$ cat src/rtl/fetch_unit.sv
// fetch_unit: single-outstanding instruction fetch FSM with redirect/kill handling
module fetch_unit #(
  parameter int DATA_WIDTH = 32,
  parameter logic [DATA_WIDTH-1:0] RESET_PC = '0
) (
  input  logic                  clk,
  input  logic                  rst,
  output logic                  imem_req_valid,
  input  logic                  imem_req_ready,
  output logic [DATA_WIDTH-1:0] imem_req_addr,
  input  logic                  imem_resp_valid,
  input  logic [DATA_WIDTH-1:0] imem_resp_data,
  output logic                  inst_valid,
  input  logic                  inst_ready,
  output logic [DATA_WIDTH-1:0] instruction,
  output logic [DATA_WIDTH-1:0] inst_pc,
  input  logic                  redirect_valid,
  input  logic [DATA_WIDTH-1:0] redirect_pc
);
  localparam logic [1:0] S_REQ = 2'd0, S_WAIT = 2'd1, S_HOLD = 2'd2;
  logic [1:0] state, state_n;
  logic [DATA_WIDTH-1:0] pc, pc_n;
  logic kill, kill_n, hs, got, take;
  assign imem_req_valid = state == S_REQ;
  assign imem_req_addr = pc;
  assign inst_valid = state == S_HOLD;
  always_comb begin
    hs = state == S_REQ && imem_req_ready;
    got = state == S_WAIT && imem_resp_valid;
    take = got && !kill && !redirect_valid;
    state_n = hs ? S_WAIT :
              got ? (take ? S_HOLD : S_REQ) :
              (state == S_HOLD && (inst_ready || redirect_valid)) ? S_REQ : state;
    kill_n = hs ? redirect_valid : got ? 1'b0 : state == S_WAIT ? (kill | redirect_valid) : kill;
    pc_n = redirect_valid ? (redirect_pc & ~DATA_WIDTH'(3)) : take ? pc + DATA_WIDTH'(4) : pc;
  end
  always_ff @(posedge clk or posedge rst)
    if (rst) begin
      state <= S_REQ;
      pc <= RESET_PC;
      kill <= 1'b0;
      instruction <= '0;
      inst_pc <= '0;
    end else begin
      state <= state_n;
      pc <= pc_n;
      kill <= kill_n;
      if (take) begin
        instruction <= imem_resp_data;
        inst_pc <= pc;
      end
    end
endmodule

$ cat config.mk
export PLATFORM = sky130hd
export DESIGN_NAME = fetch_unit
export DESIGN_NICKNAME = d
export VERILOG_FILES = /design/src/rtl/fetch_unit.sv
export SDC_FILE = /design/constraint.sdc
export NUM_CORES = 1
export LEC_CHECK = 0
export BUFFER_PORTS_ARGS = -buffer_cell sky130_fd_sc_hd__buf_2
export CAP_MARGIN = 30
export CORE_AREA = 2 2 90 114
export DETAILED_ROUTE_END_ITERATION = 10
export DIE_AREA = 0 0 92 116
export PLACE_DENSITY_LB_ADDON = 0.25
export SYNTH_ARGS = -nofsm -noshare
export SYNTH_HDL_FRONTEND = slang
export SYNTH_SLANG_ARGS = --single-unit
$ cat constraint.sdc
create_clock -name clk -period 3.8 [get_ports clk]
set_clock_uncertainty 0.1 [all_clocks]
set_input_delay 0.57 -clock clk [delete_from_list [all_inputs] [get_ports clk]]
set_output_delay 0.57 -clock clk [all_outputs]
set_load 0.01 [all_outputs]
* After elaboration in Yosys (flattened, before gate mapping)
Cells that the tools add are included.
Word-level totals: bits in registers 99, input bits 70, output and inout port bits 98, word-level logic and storage cells 30
Cells by class: add/sub/neg operators 1, eq/ne operators 2, multiplexer cells 9, bitwise operators 1, reduce and logical (&&, ||, !) cells 12
Operators by type and width (count):
- $mux 32 | 2
- $add 32x3->32 const B | 1
- $mux 2 | 4
- $reduce_bool 3->1 | 2
- $logic_and 1x1->1 | 5
- $mux 1 | 3
- $eq 2x1->1 const B | 1
- $eq 2x2->1 const B | 1
- $logic_not 1->1 | 2
- $logic_not 2->1 | 1
- $reduce_bool 2->1 | 1
- $logic_or 1x1->1 | 1
- $or 1x1->1 | 1

* Logic depth before layout (Yosys ltp)
Gate-level depths: netlist of the first run.
word-level depth 7, gate-level depth with buffers 6, gate-level depth less buffers 5

* Least setup slack after synthesis of the first run
Ideal clock, no wire load.
path kind in2reg, start point input port imem_resp_valid, end point register pc[24], in the netlist imem_req_addr[24], setup time 0.124 ns, arrival time 1.875 ns, setup slack 1.702 ns, stages on the path 5, buffers on the path 1, cells stage by stage nand4bb_4 or4_4 buf_6 o31a_1 o31a_1
Between the ends: cells in the longest elaborated chain, start to end 4
Ends and longest elaborated chain:
- from (decl) | RTL line 11 | input logic imem_resp_valid,
- $logic_and 1x1->1 | RTL line 29 | got = state == S_WAIT && imem_resp_valid;
- $logic_and 1x1->1 (2 in series) | RTL line 30 | take = got && !kill && !redirect_valid;
- $reduce_bool 2->1 (no source line)
- to (signal assigned) | RTL line 46 | pc <= pc_n;
- to (decl) | RTL line 22 | logic [DATA_WIDTH-1:0] pc, pc_n;
No other way between the ends. A chain may end at the register's enable or synchronous reset.

* Final worst setup path of the first run
start point register state[1], end point register pc[28], in the netlist imem_req_addr[28]
Between the ends: cells in the longest elaborated chain, start to end 5
Ends and longest elaborated chain:
- from (decl) | RTL line 21 | logic [1:0] state, state_n;
- from (signal assigned) | RTL line 45 | state <= state_n;
- $eq 2x1->1 | RTL line 29
- $logic_and 1x1->1 | RTL line 29
- $logic_and 1x1->1 (2 in series) | RTL line 30
- $reduce_bool 2->1 (no source line)
No other way between the ends.

==> results of run 1 <==
-- registers in the layout, indices dropped and copies added (netlist names) --
name and count:
imem_req_addr 30, kill 1, inst_pc 30, instruction 32, state 2
-- routing by layer --
metal | global-route usage | up-vias | share of wire
met3 | 0.02926 | 12 | 0.051
met5 | 0 | - | 0
met2 | 0.3196 | 99 | 0.51
met1 | 0.2445 | 1652 | 0.42
li1 | - | 1662 | -
met4 | 0.07861 | 0 | 0.018
-- path summary, 6_finish.rpt --
path | startpoint | to | cells past startpoint
worst max-delay path | state[1] | imem_req_addr[28] | 4
worst min-delay path | rst | instruction[9] | 2
worst max register to register | state[1] | imem_req_addr[28] | 4
worst min register to register | inst_pc[18] | inst_pc[18] | 1
max in group asynchronous | rst | imem_req_addr[2] | 3
min in group clk | redirect_pc[23] | imem_req_addr[23] | 3
-- cell type report --
cell class / count / share of cell area
inverter: 7 / 0.005192
timing repair buffer: 166 / 0.1521
sequential: 95 / 0.4289
multi-input combinational: 246 / 0.3287
clock buffer: 14 / 0.04944
antenna: 1 / 0.0004515
tap: 126 / 0.02844
clock inverter: 2 / 0.006772
-- cell families (layout without fill, tap and decap cells) --
group / count (synthesis) / in the layout
other: 1 / 5
adders and majority gates: 1 / 1
and+or+nand+nor: 117 / 117
muxes: 63 / 63
DFF: 95 / 95
xor gates and xnor gates: 9 / 9
buffers and inverters: 30 / 189
AOI/OAI and AO/OA: 52 / 52
-- power breakdown --
group / switching (mW) / internal (mW)
sequential: 0.236 / 1.39
combinational: 0.567 / 0.643
clock: 0.361 / 0.564
total: 1.16 / 2.60
-- placed cells by master, fill, tap and decap left out, types with 3 or more instances in the layout --
cell | synthesis | routed
clkbuf_8 | 0 | 3
o31a_1 | 4 | 4
or4_1 | 14 | 14
nand2b_1 | 3 | 3
o21ai_0 | 13 | 13
nand2_1 | 29 | 29
a31oi_1 | 13 | 13
nand3_1 | 12 | 12
nor2_1 | 21 | 20
xor2_1 | 6 | 6
mux2_2 | 62 | 62
o31ai_1 | 12 | 12
conb_1 | 1 | 4
or3_1 | 6 | 6
and4_1 | 3 | 3
buf_4 | 4 | 5
or2_2 | 3 | 3
buf_2 | 3 | 161
clkbuf_16 | 0 | 9
nand4_1 | 11 | 11
nor4_1 | 4 | 4
dfrtp_1 | 95 | 95
and2_1 | 3 | 3
xnor2_1 | 3 | 3
inv_1 | 7 | 6
==> results summary, run 1 <==
The top-level port count came out at 168. The mean instance size in the synthesized netlist came out at 11.72 µm². TritonCTS built the clock tree. The cell row count came out at 40. The tightest hold margin came out at 252.4 ps. The relative slew slack came out at 0.4188. Once layout is done, the placed cells without fillers occupy 0.005543 mm². In this run, synthesis inferred 0 flip-flops with an integrated enable.

The area of the die is 0.01067 mm². The clock latency of the later-clocked register in the worst-skew pair is 340 ps. The biggest area consumer among synthesized cells is dfrtp_1.

The critical path is of the reg -> reg type. The type of the most critical hold path is in -> async. The share of synthesized area occupied by flip-flops and latches is 0.5512.

The sequential cell area came out at 0.002377 mm². The horizontal extent of the die came out at 92 µm. The share of Yosys cell area claimed by the top area cell type is 0.5512. By instance count, the leading cell after synthesis is dfrtp_1. During synthesis, Yosys emitted a total of 0 warnings. Setup repair after global routing left no endpoint under its margin. Static timing analysis puts the maximum clock frequency at 435.9 MHz. Detailed placement ended at an HPWL of 7467 µm. For this design, the slowest cell found on the critical path is or4_4. The TritonCTS buffer count is 9.

Traced cell by cell, the critical path runs through nand4bb_4 -> or4_4 -> or4_1 -> a31oi_1. The wire length after detailed routing is 10110 µm. The global placement routability congestion came out at 0.7577.

The area share of xor/xnor cells in the synthesized design is 0.01828. The transition at the pin with the smallest max-transition slack came out at 870.8 ps. Compared with the post-synthesis result, the final layout area differs by 28.52%. The dominant combinational cell family by area after synthesis is multiplexers. The leakage power summed over all cells is 2.532 nW. The post-CTS setup buffer count is 0. The final max-slew violation count is 0. The count of endpoints failing setup in the final report came out at 0.

Entering global routing, the biggest net connects 60 pins. The post-cts gate resize count is 0. Global routing finished with a remaining overflow of 0. In the routed design, unresolved DRC markers number 0. The completed layout was analyzed and its total power is 3.760 mW. The number of nets still failing antenna checks after routing came out at 0. The cell area after placement is 0.005229 mm².

Synthesis inferred 95 register bits. Of the post-synthesis cell area, the part taken by muxes is 0.1642. The flow ran to the end, and the final reports show no timing, DRC or antenna violations. The critical path contains buffers and inverters numbering 0 combined. The total power divided by cell area came out at 678.4 mW/mm². The number of endpoints with negative hold slack in the final report came to 0. The routed wirelength normalized by instance count came out at 15.38 µm. The final worst-path cycle share is 0.6037. The slack of the critical path came out at 1506 ps. The commonest cells after synthesis are 95 x dfrtp_1, 62 x mux2_2, 29 x nand2_1. The synthesized-area fraction occupied by adder cells came out at 0.002901. The final critical delay including setup and external delays is 2294 ps. The endpoint arrival time on the critical path is 2460 ps. The total standard cell area after synthesis came out at 0.004313 mm².

The height of the die came out at 116 µm. Of the total synthesized cell area, the portion taken by AND, OR, NAND and NOR gates is 0.1497. The worst setup slack before clock tree synthesis is 1305 ps. The maximum resistive drop on vdd is 0.0003206 V. The layout net count is 596.

The number of H-tree levels came out at 3. The hold buffer count at CTS came out at 0. The initial utilization of the core area, before any placement, comes to 0.4536. In the post-synthesis netlist, the biggest area contributors are dfrtp_1 55%, mux2_2 16%, nand2_1 2.5%, or4_1 2.4%, o31ai_1 2.1%. The top fanout value on the critical path came out at 24. The total iterations of the first detailed-routing run came out at 4. The count of filler cells inserted in the layout is 835. The post-route non-filler standard cell count came out at 657. The number of violations of the max-capacitance limit came out at 0.

The maximum cell stage delay along the critical path is 660 ps. The vias per cell came out at 5.213. The first routing iteration left 149 violations.

Data on the critical path is required at its endpoint by 3960 ps. The count of distinct cell types in the synthesized netlist came out at 40. The total track usage is 0.1890. The via count of the first global-routing pass is 3295. STA classifies the critical path startpoint as a flop.

The total via count after detailed routing is 3425. The share of the synthesized area in compound gates (AO/OA/AOI/OAI) came to 0.08065. Broken down by cell family, the worst path's largest delay share belongs to simple AND/OR/NAND/NOR gates. At the end of the flow the core is filled with cells to 0.5829. The number of placed cells counting well taps is 640. Clock-pin slew was measured on the worst setup and hold paths at 70 ps. The number of clock sinks came out at 95. The synthesized instance count came out at 368.

The commonest register cell after synthesis is dfrtp_1. STA classifies the critical path endpoint as a flop. The number of antenna violations at the first check in global routing came out at 0.

In the final layout, the share of cells above drive strength 1 is 0.4717. The number of buffers on the longest clock path came out at 2. The share of flip-flops with an asynchronous set or reset after synthesis came out at 1.000. The multi-input combinational cells in the finished layout cover a total of 0.001822 mm². The floorplan step defined a core boundary enclosing 0.009509 mm². The sum of negative setup slack is 0 ps.

The root buffer cell chosen for the clock tree is clkbuf_16. The count of input and output buffers is 161. The worst register-to-register path has a setup slack of 1510 ps. The first-pass GRT wire length is 15970 µm.
No activity file was read; power rests on OpenSTA's default activity.
==> run 2: changes to the inputs <==
==> constraint.sdc (replaced) <==
create_clock -name clk -period 2.3 [get_ports clk]
set_clock_uncertainty 0.1 [all_clocks]
set_input_delay 0.345 -clock clk [delete_from_list [all_inputs] [get_ports clk]]
set_output_delay 0.345 -clock clk [all_outputs]
set_load 0.01 [all_outputs]
==> run 2 against run 1 <==
Compared with the run above:
- clock power rose by 79%
- clock-buffer cell count decreased by 5
- core utilization rose by 2.1 points
- wire length grew 7.0%
- combinational power is 79% higher
- sequential power is 62% higher
- worst setup slack worse by 1400 ps
- maximum frequency rose by 4.6%
- critical path depth is the same
- via count rose by 5.3%
- first-iteration DRC count up 44%
- design area increased by 3.6%
==> results summary, run 2 (same netlist as run 1, synthesis figures left out) <==
The flow ran to the end, and the final reports show no timing, DRC or antenna violations. The cell-internal power is 4.483 mW (+73%). The type of the most critical hold path is in -> async. The clock input transition at the sequential cells of the worst setup and hold paths came out at 70 ps (about the same). The number of H-tree levels came to 3 (unchanged). STA classifies the critical path endpoint as a flop. The total via count after detailed routing came to 3608 (+5.3%). The total iterations of the first detailed-routing run was 4 (unchanged). The maximum cell stage delay along the critical path came out at 810 ps (+150 ps). The count of endpoints failing setup in the final report was 0 (unchanged). The post-cts gate resize count is 0 (unchanged). The source of the critical timing path is kill. Walking the worst path, the cells encountered are nand4bb_4 -> or4_2 -> or3_1 -> a31oi_1. The worst setup path is launched from a flop. The total track usage is 0.2028 (+0.01383).

The global placement routability congestion was 0.7858 (+3.7%). The initial cell density of the core is 0.4536 (unchanged). The number of antenna violations at the first check in global routing is 1 (+1).

The final worst-path cycle share came out at 0.9540 (+0.3503). The area growth from synthesis to layout is 33.10%. The number of clock sinks is 95 (unchanged). The tree is rooted in a clkbuf_16.

The share of power burned in combinational logic came out at 0.334 (+0.012). The total net switching power is 1.980 mW (+70%). The final max-slew violation count came to 0 (unchanged). The hold buffer count at CTS came out at 0 (unchanged).

The vias per cell came to 5.353 (+2.7%). Setup repair after global routing left no endpoint under its margin. The wire length after detailed routing came to 10820 µm (+7.0%).

The endpoint arrival time on the critical path is 2350 ps (-110 ps). The height of the die is 116 µm (unchanged). The library cell used most frequently in the layout, excluding fill and tap cells, is buf_2. The top cell types in the final layout, fill and taps aside, are 161 x buf_2, 95 x dfrtp_1, 62 x mux2_2. The top-level port count came out at 168 (unchanged). The post-CTS setup buffer count came out at 0 (unchanged). The launch instance of the worst register-to-register path is kill.

The area of the core was 0.009509 mm² (unchanged). The multi-input combinational cell area came to 0.001837 mm² (+0.82%). The diode insertion count for antenna repair came to 0 (-1).

The CTS tree is built. The cell area after placement came out at 0.005390 mm² (+3.1%). Among all stages on the critical path, the largest delay is contributed by or4_2. The number of nets still failing antenna checks after routing came out at 0 (unchanged). The maximum resistive drop on vdd is 0.0005805 V (+81%). The total power divided by cell area came out at 1126 mW/mm² (+66%). The sequential cell area is 0.002377 mm² (unchanged). The violation count after the first detailed-routing iteration came out at 215 (+44%).

The register name with the most flops is instruction. The data required time of the worst path came out at 2460 ps (-1500 ps). The remaining global-route overflow was 0 (unchanged).

The part of the total power dissipated in the clock network is 0.258 (+0.012). The horizontal extent of the die came out at 92 µm (unchanged). The top fanout value on the critical path came to 12 (-50%). The area of the die is 0.01067 mm² (unchanged). The TritonCTS buffer count is 9 (unchanged). The clock latency of the later-clocked register in the worst-skew pair was 340 ps (about the same). The cell area after layout is 0.005741 mm² (+3.6%). The kind of critical path is reg -> reg. The count of filler cells inserted in the layout is 845 (+1.2%). The HPWL after detailed placement is 7892 µm (+5.7%).

The proportion of total power due to net switching is 0.3063 (-0.003179). The number of violations of the max-capacitance limit was 0 (unchanged). The routed wirelength normalized by instance count came to 16.05 µm (+4.3%). The final critical delay including setup and external delays is 2194 ps (-100.0 ps).

The largest net degree at the start of global routing came to 96 (+60%). The leakage power summed over all cells was 2.634 nW (+4.0%). The sum of negative setup slack is 0 ps (unchanged). The count of unresolved DRC violations after routing came to 0 (unchanged). The peak clock frequency supported by timing is 455.8 MHz (+4.6%). The layout net count came to 615 (+3.2%). The count of input and output buffers was 161 (unchanged). The via count of the first global-routing pass is 3552 (+7.8%). The share of cells above drive strength 1 is 0.4964 (+0.02465). The sequential cell fraction of total power is 0.408 (-0.024). The first-pass GRT wire length came to 17060 µm (+6.9%). The cell row count is 40 (unchanged). The number of endpoints with negative hold slack in the final report was 0 (unchanged). The number of buffers on the longest clock path came to 2 (unchanged).

The flip-flop count of the largest register after layout came out at 32 (unchanged).
run 2: cell count changes in the layout (fill, tap and decap cells not counted), sizes merged:
| cell | change |
|---|---|
| clkbuf | -5 |
| clkinvlp | +2 |
| bufinv | +2 |
| or4 | +1 |
| diode | -1 |
| buf | +18 |
| clkinv | +1 |
| inv | -1 |
run 2: final cells by class:
type	count	share of cell area
Multi-Input combinational cell	247	0.3200
Inverter	7	0.005231
Clock inverter	6	0.01918
Timing Repair Buffer	184	0.1748
Sequential cell	95	0.4141
Tap cell	126	0.02746
Clock buffer	9	0.03923
run 2: per-stage QoR:
stage,instances,utilization,hold WS (ps),power [mW],setup WS [ps]
floorplan,371,-,364.9,3.858,249.1
global placement,658,0.5668,382.9,4.762,134.0
detailed placement,658,0.5668,390.5,4.863,90.15
CTS,673,0.6021,74.14,6.541,56.55
global route,674,0.6037,87.63,6.855,25.74
finish,674,0.6037,56.80,6.462,105.8
run 2: final timing paths:
kind                                     end  slack (ps)  cells after the start
max                        imem_req_addr[18]         110                      4
min                              inst_pc[31]          60                      3
max reg2reg                imem_req_addr[18]         110                      4
min reg2reg                  instruction[14]         400                      1
max in group asynchronous           state[0]        1690                      3
min in group clk            imem_req_addr[4]         120                      3
run 2: power groups by stage:
stage          logic (mW)  registers [mW]  clock network (mW)
2_1_floorplan       0.886            2.97                   0
3_3_place_gp         2.14            2.62                   0
3_5_place_dp         2.19            2.67                   0
4_1_cts              2.20            2.65                1.70
5_1_grt              2.35            2.72                1.78
6_report             2.16            2.64                1.66
run 2: critical path: cells and delay by family, from the launching register on:
family | cells | cell delay (ps)
simple gates | 3 | 1450
flops | 1 | 420
compound gates | 1 | 160
run 2: routing by layer:
metal	GRT usage	wire (µm)	part of all wire	vias to the layer above
met2	0.3549	5751	0.53	129
met5	0	11	0.0010	-
met3	0.04941	642	0.059	12
met1	0.2468	4263	0.39	1765
met4	0.06965	148	0.014	2
li1	-	-	-	1700
==> run 3: changes to the inputs <==
--- a/config.mk
+++ b/config.mk
@@ -7,9 +7,9 @@
 export LEC_CHECK = 0
 export BUFFER_PORTS_ARGS = -buffer_cell sky130_fd_sc_hd__buf_2
 export CAP_MARGIN = 30
-export CORE_AREA = 2 2 90 114
+export CORE_AREA = 2 2 87 110
 export DETAILED_ROUTE_END_ITERATION = 10
-export DIE_AREA = 0 0 92 116
+export DIE_AREA = 0 0 89 112
 export PLACE_DENSITY_LB_ADDON = 0.25
 export SYNTH_ARGS = -nofsm -noshare
 export SYNTH_HDL_FRONTEND = slang
==> run 3 against run 2 <==
Compared with the run above:
- flip-flop and latch count stayed put
- design area fell by 1.6%
- worst setup slack improved by 1.1 ps
- sequential power about the same
- core utilization up 2.5 points
- cell count fell by 1.3%
- critical path type unchanged
- critical endpoint is now imem_req_addr[27]
==> results summary, run 3 (same netlist as run 1, synthesis figures left out) <==
Setup repair after global routing left no endpoint under its margin. The diode insertion count for antenna repair is 0 (unchanged). The count of endpoints failing setup in the final report was 0 (unchanged). The number of nets still failing antenna checks after routing is 0 (unchanged). The clock latency of the later-clocked register in the worst-skew pair is 330 ps (about the same). The height of the die was 112 µm (-3.4%). The share of power burned in combinational logic was 0.342 (+0.008). The top-level port count came out at 168 (unchanged).

The flip-flop count of the largest register after layout is 32 (unchanged). The final critical delay including setup and external delays came to 2193 ps (-1.143 ps). The sequential cell fraction of total power came to 0.424 (+0.016). The number of H-tree levels is 3 (unchanged).

At the pin with the least slew margin, the transition time is 527.8 ps. The vias per cell was 5.301 (-0.98%). The number of clock sinks came to 95 (unchanged). The final max-slew violation count is 0 (unchanged). The area of the die is 0.009968 mm² (-6.6%).

The peak clock frequency supported by timing is 456.0 MHz (about the same). The proportion of total power due to net switching came out at 0.3075 (+0.001180). The global placement routability congestion is 0.7863 (about the same).

The count of unresolved DRC violations after routing came out at 0 (unchanged). The area of the core came to 0.008979 mm² (-5.6%). TritonCTS built the clock tree.

The part of the total power dissipated in the clock network is 0.234 (-0.024). The clock input transition at the sequential cells of the worst setup and hold paths came out at 60 ps (about the same). The final worst-path cycle share is 0.9535 (about the same). The post-cts gate resize count was 0 (unchanged). The cell area after layout came to 0.005647 mm² (-1.6%). The endpoint arrival time on the critical path came out at 2350 ps (about the same). The type of origin of the critical path is a flop. The routed wirelength normalized by instance count is 15.31 µm (-4.6%). The data required time of the worst path came out at 2450 ps (about the same).

The largest net degree at the start of global routing is 96 (unchanged). The cell-internal power came to 4.298 mW (-4.1%). The violation count after the first detailed-routing iteration came out at 162 (-25%). The horizontal extent of the die came to 89 µm (-3.3%).

The number of buffers on the longest clock path came out at 2 (unchanged). The cell row count came out at 39 (-2.5%). The count of input and output buffers is 161 (unchanged). The cell area after placement is 0.005358 mm² (-0.60%). The total via count after detailed routing is 3525 (-2.3%). The critical path in this run is classified as reg -> reg. The library cell used most frequently in the layout, excluding fill and tap cells, is buf_2. The library cells used most frequently in the layout, excluding fill and tap cells, are 161 x buf_2, 95 x dfrtp_1, 62 x mux2_2.

The number of antenna violations at the first check in global routing is 0 (-1). The total iterations of the first detailed-routing run is 4 (unchanged). The register with the most flip-flops in the final layout is instruction. The remaining global-route overflow came out at 0 (unchanged). The path depth of the worst reg2reg path is 4 (unchanged). The area growth from synthesis to layout came out at 30.93%.

The sum of negative setup slack came out at 0 ps (unchanged). The wire length after detailed routing came out at 10180 µm (-5.9%). The layout net count is 611 (-0.65%). The relative slew slack came out at 0.6481.

The tightest min-delay check is of the in -> async type. The initial cell density of the core came out at 0.4804 (+0.02680). The worst setup path is captured at a flop. The hold buffer count at CTS was 0 (unchanged).

The maximum resistive drop on vdd came out at 0.0004995 V (-14%). The launch instance of the worst register-to-register path is kill. The total power divided by cell area is 1099 mW/mm² (-2.4%). The TritonCTS buffer count came out at 9 (unchanged).

The leakage power summed over all cells is 2.598 nW (-1.3%). The flop-to-flop setup slack is 110 ps (about the same). The number of endpoints with negative hold slack in the final report is 0 (unchanged).

The total track usage came to 0.2129 (+0.01003). The number of violations of the max-capacitance limit came out at 0 (unchanged). In this run the critical register-to-register path is captured at imem_req_addr[27]. The HPWL after detailed placement came out at 7471 µm (-5.3%).

The flow ran to the end, and the final reports show no timing, DRC or antenna violations. The total net switching power came out at 1.908 mW (-3.6%). The count of filler cells inserted in the layout came out at 791 (-6.4%).

The post-CTS setup buffer count came to 0 (unchanged). The top fanout value on the critical path is 24 (+12). The first-pass GRT wire length was 16630 µm (-2.5%).

The share of cells above drive strength 1 came out at 0.4852 (-0.01111). The tree is rooted in a clkbuf_16. The via count of the first global-routing pass came out at 3490 (-1.7%).
==> run 3: changes by cell type in the layout (fill, tap and decap cells not counted), sizes merged <==
cell      previous run  this run
buf                184       181
bufinv               3         1
clkbuf               9        12
clkinv               1         0
clkinvlp             3         1
or4                 16        15
==> run 3: worst max-delay path by stage <==
stage          depth (start not counted)                 to      from  slack [ps]
6_report                               4  imem_req_addr[27]      kill         110
5_1_grt                                4  imem_req_addr[27]      kill           5
4_1_cts                                4  imem_req_addr[27]      kill         100
3_5_place_dp                           4  imem_req_addr[27]      kill         110
3_3_place_gp                           4  imem_req_addr[25]      kill         140
2_1_floorplan                          5  imem_req_addr[24]  state[1]         250
==> run 3: per-stage QoR <==
stage               utilization  cells  setup WS [ps]  hold WS, ps  total power, mW
floorplan                     -    371          249.1        364.9            3.858
detailed placement       0.5967    652          112.6        389.7            4.826
finish                   0.6289    665          107.0        22.01            6.206
global route             0.6289    665          5.024        84.61            6.607
global placement         0.5967    652          140.4        382.9            4.717
CTS                      0.6286    665          98.14        75.77            6.290
==> run 3: area by class of cell <==
class                           instances  area (µm²)  share of cell area
Timing Repair Buffer                  181       980.9              0.1737
Inverter                                7       30.03            0.005318
Multi-Input combinational cell        246        1818              0.3220
Clock inverter                          1       30.03            0.005318
Sequential cell                        95        2377              0.4210
Clock buffer                           12       256.5             0.04542
Tap cell                              123       153.9             0.02725
==> run 3: critical path, cell delays in order (launching register included) <==
cell	delay, ps
dfrtp_1	400
nand4bb_4	260
or4_4	640
or4_1	540
a31oi_1	180
==> run 3: power by group through the flow <==
stage / logic (mW) / clock network (mW) / registers, mW
floorplan: 0.886 / 0 / 2.97
global placement: 2.10 / 0 / 2.62
detailed placement: 2.16 / 0 / 2.67
CTS: 2.16 / 1.49 / 2.64
global route: 2.34 / 1.55 / 2.72
finish: 2.12 / 1.45 / 2.63
==> run 3: metal layers <==
layer | track usage | wire [µm] | vias up
met1 | 0.2616 | 4079 | 1713
met3 | 0.05634 | 678 | 16
li1 | - | - | 1684
met5 | 0 | 0 | -
met4 | 0.06866 | 245 | 0
met2 | 0.3602 | 5177 | 112
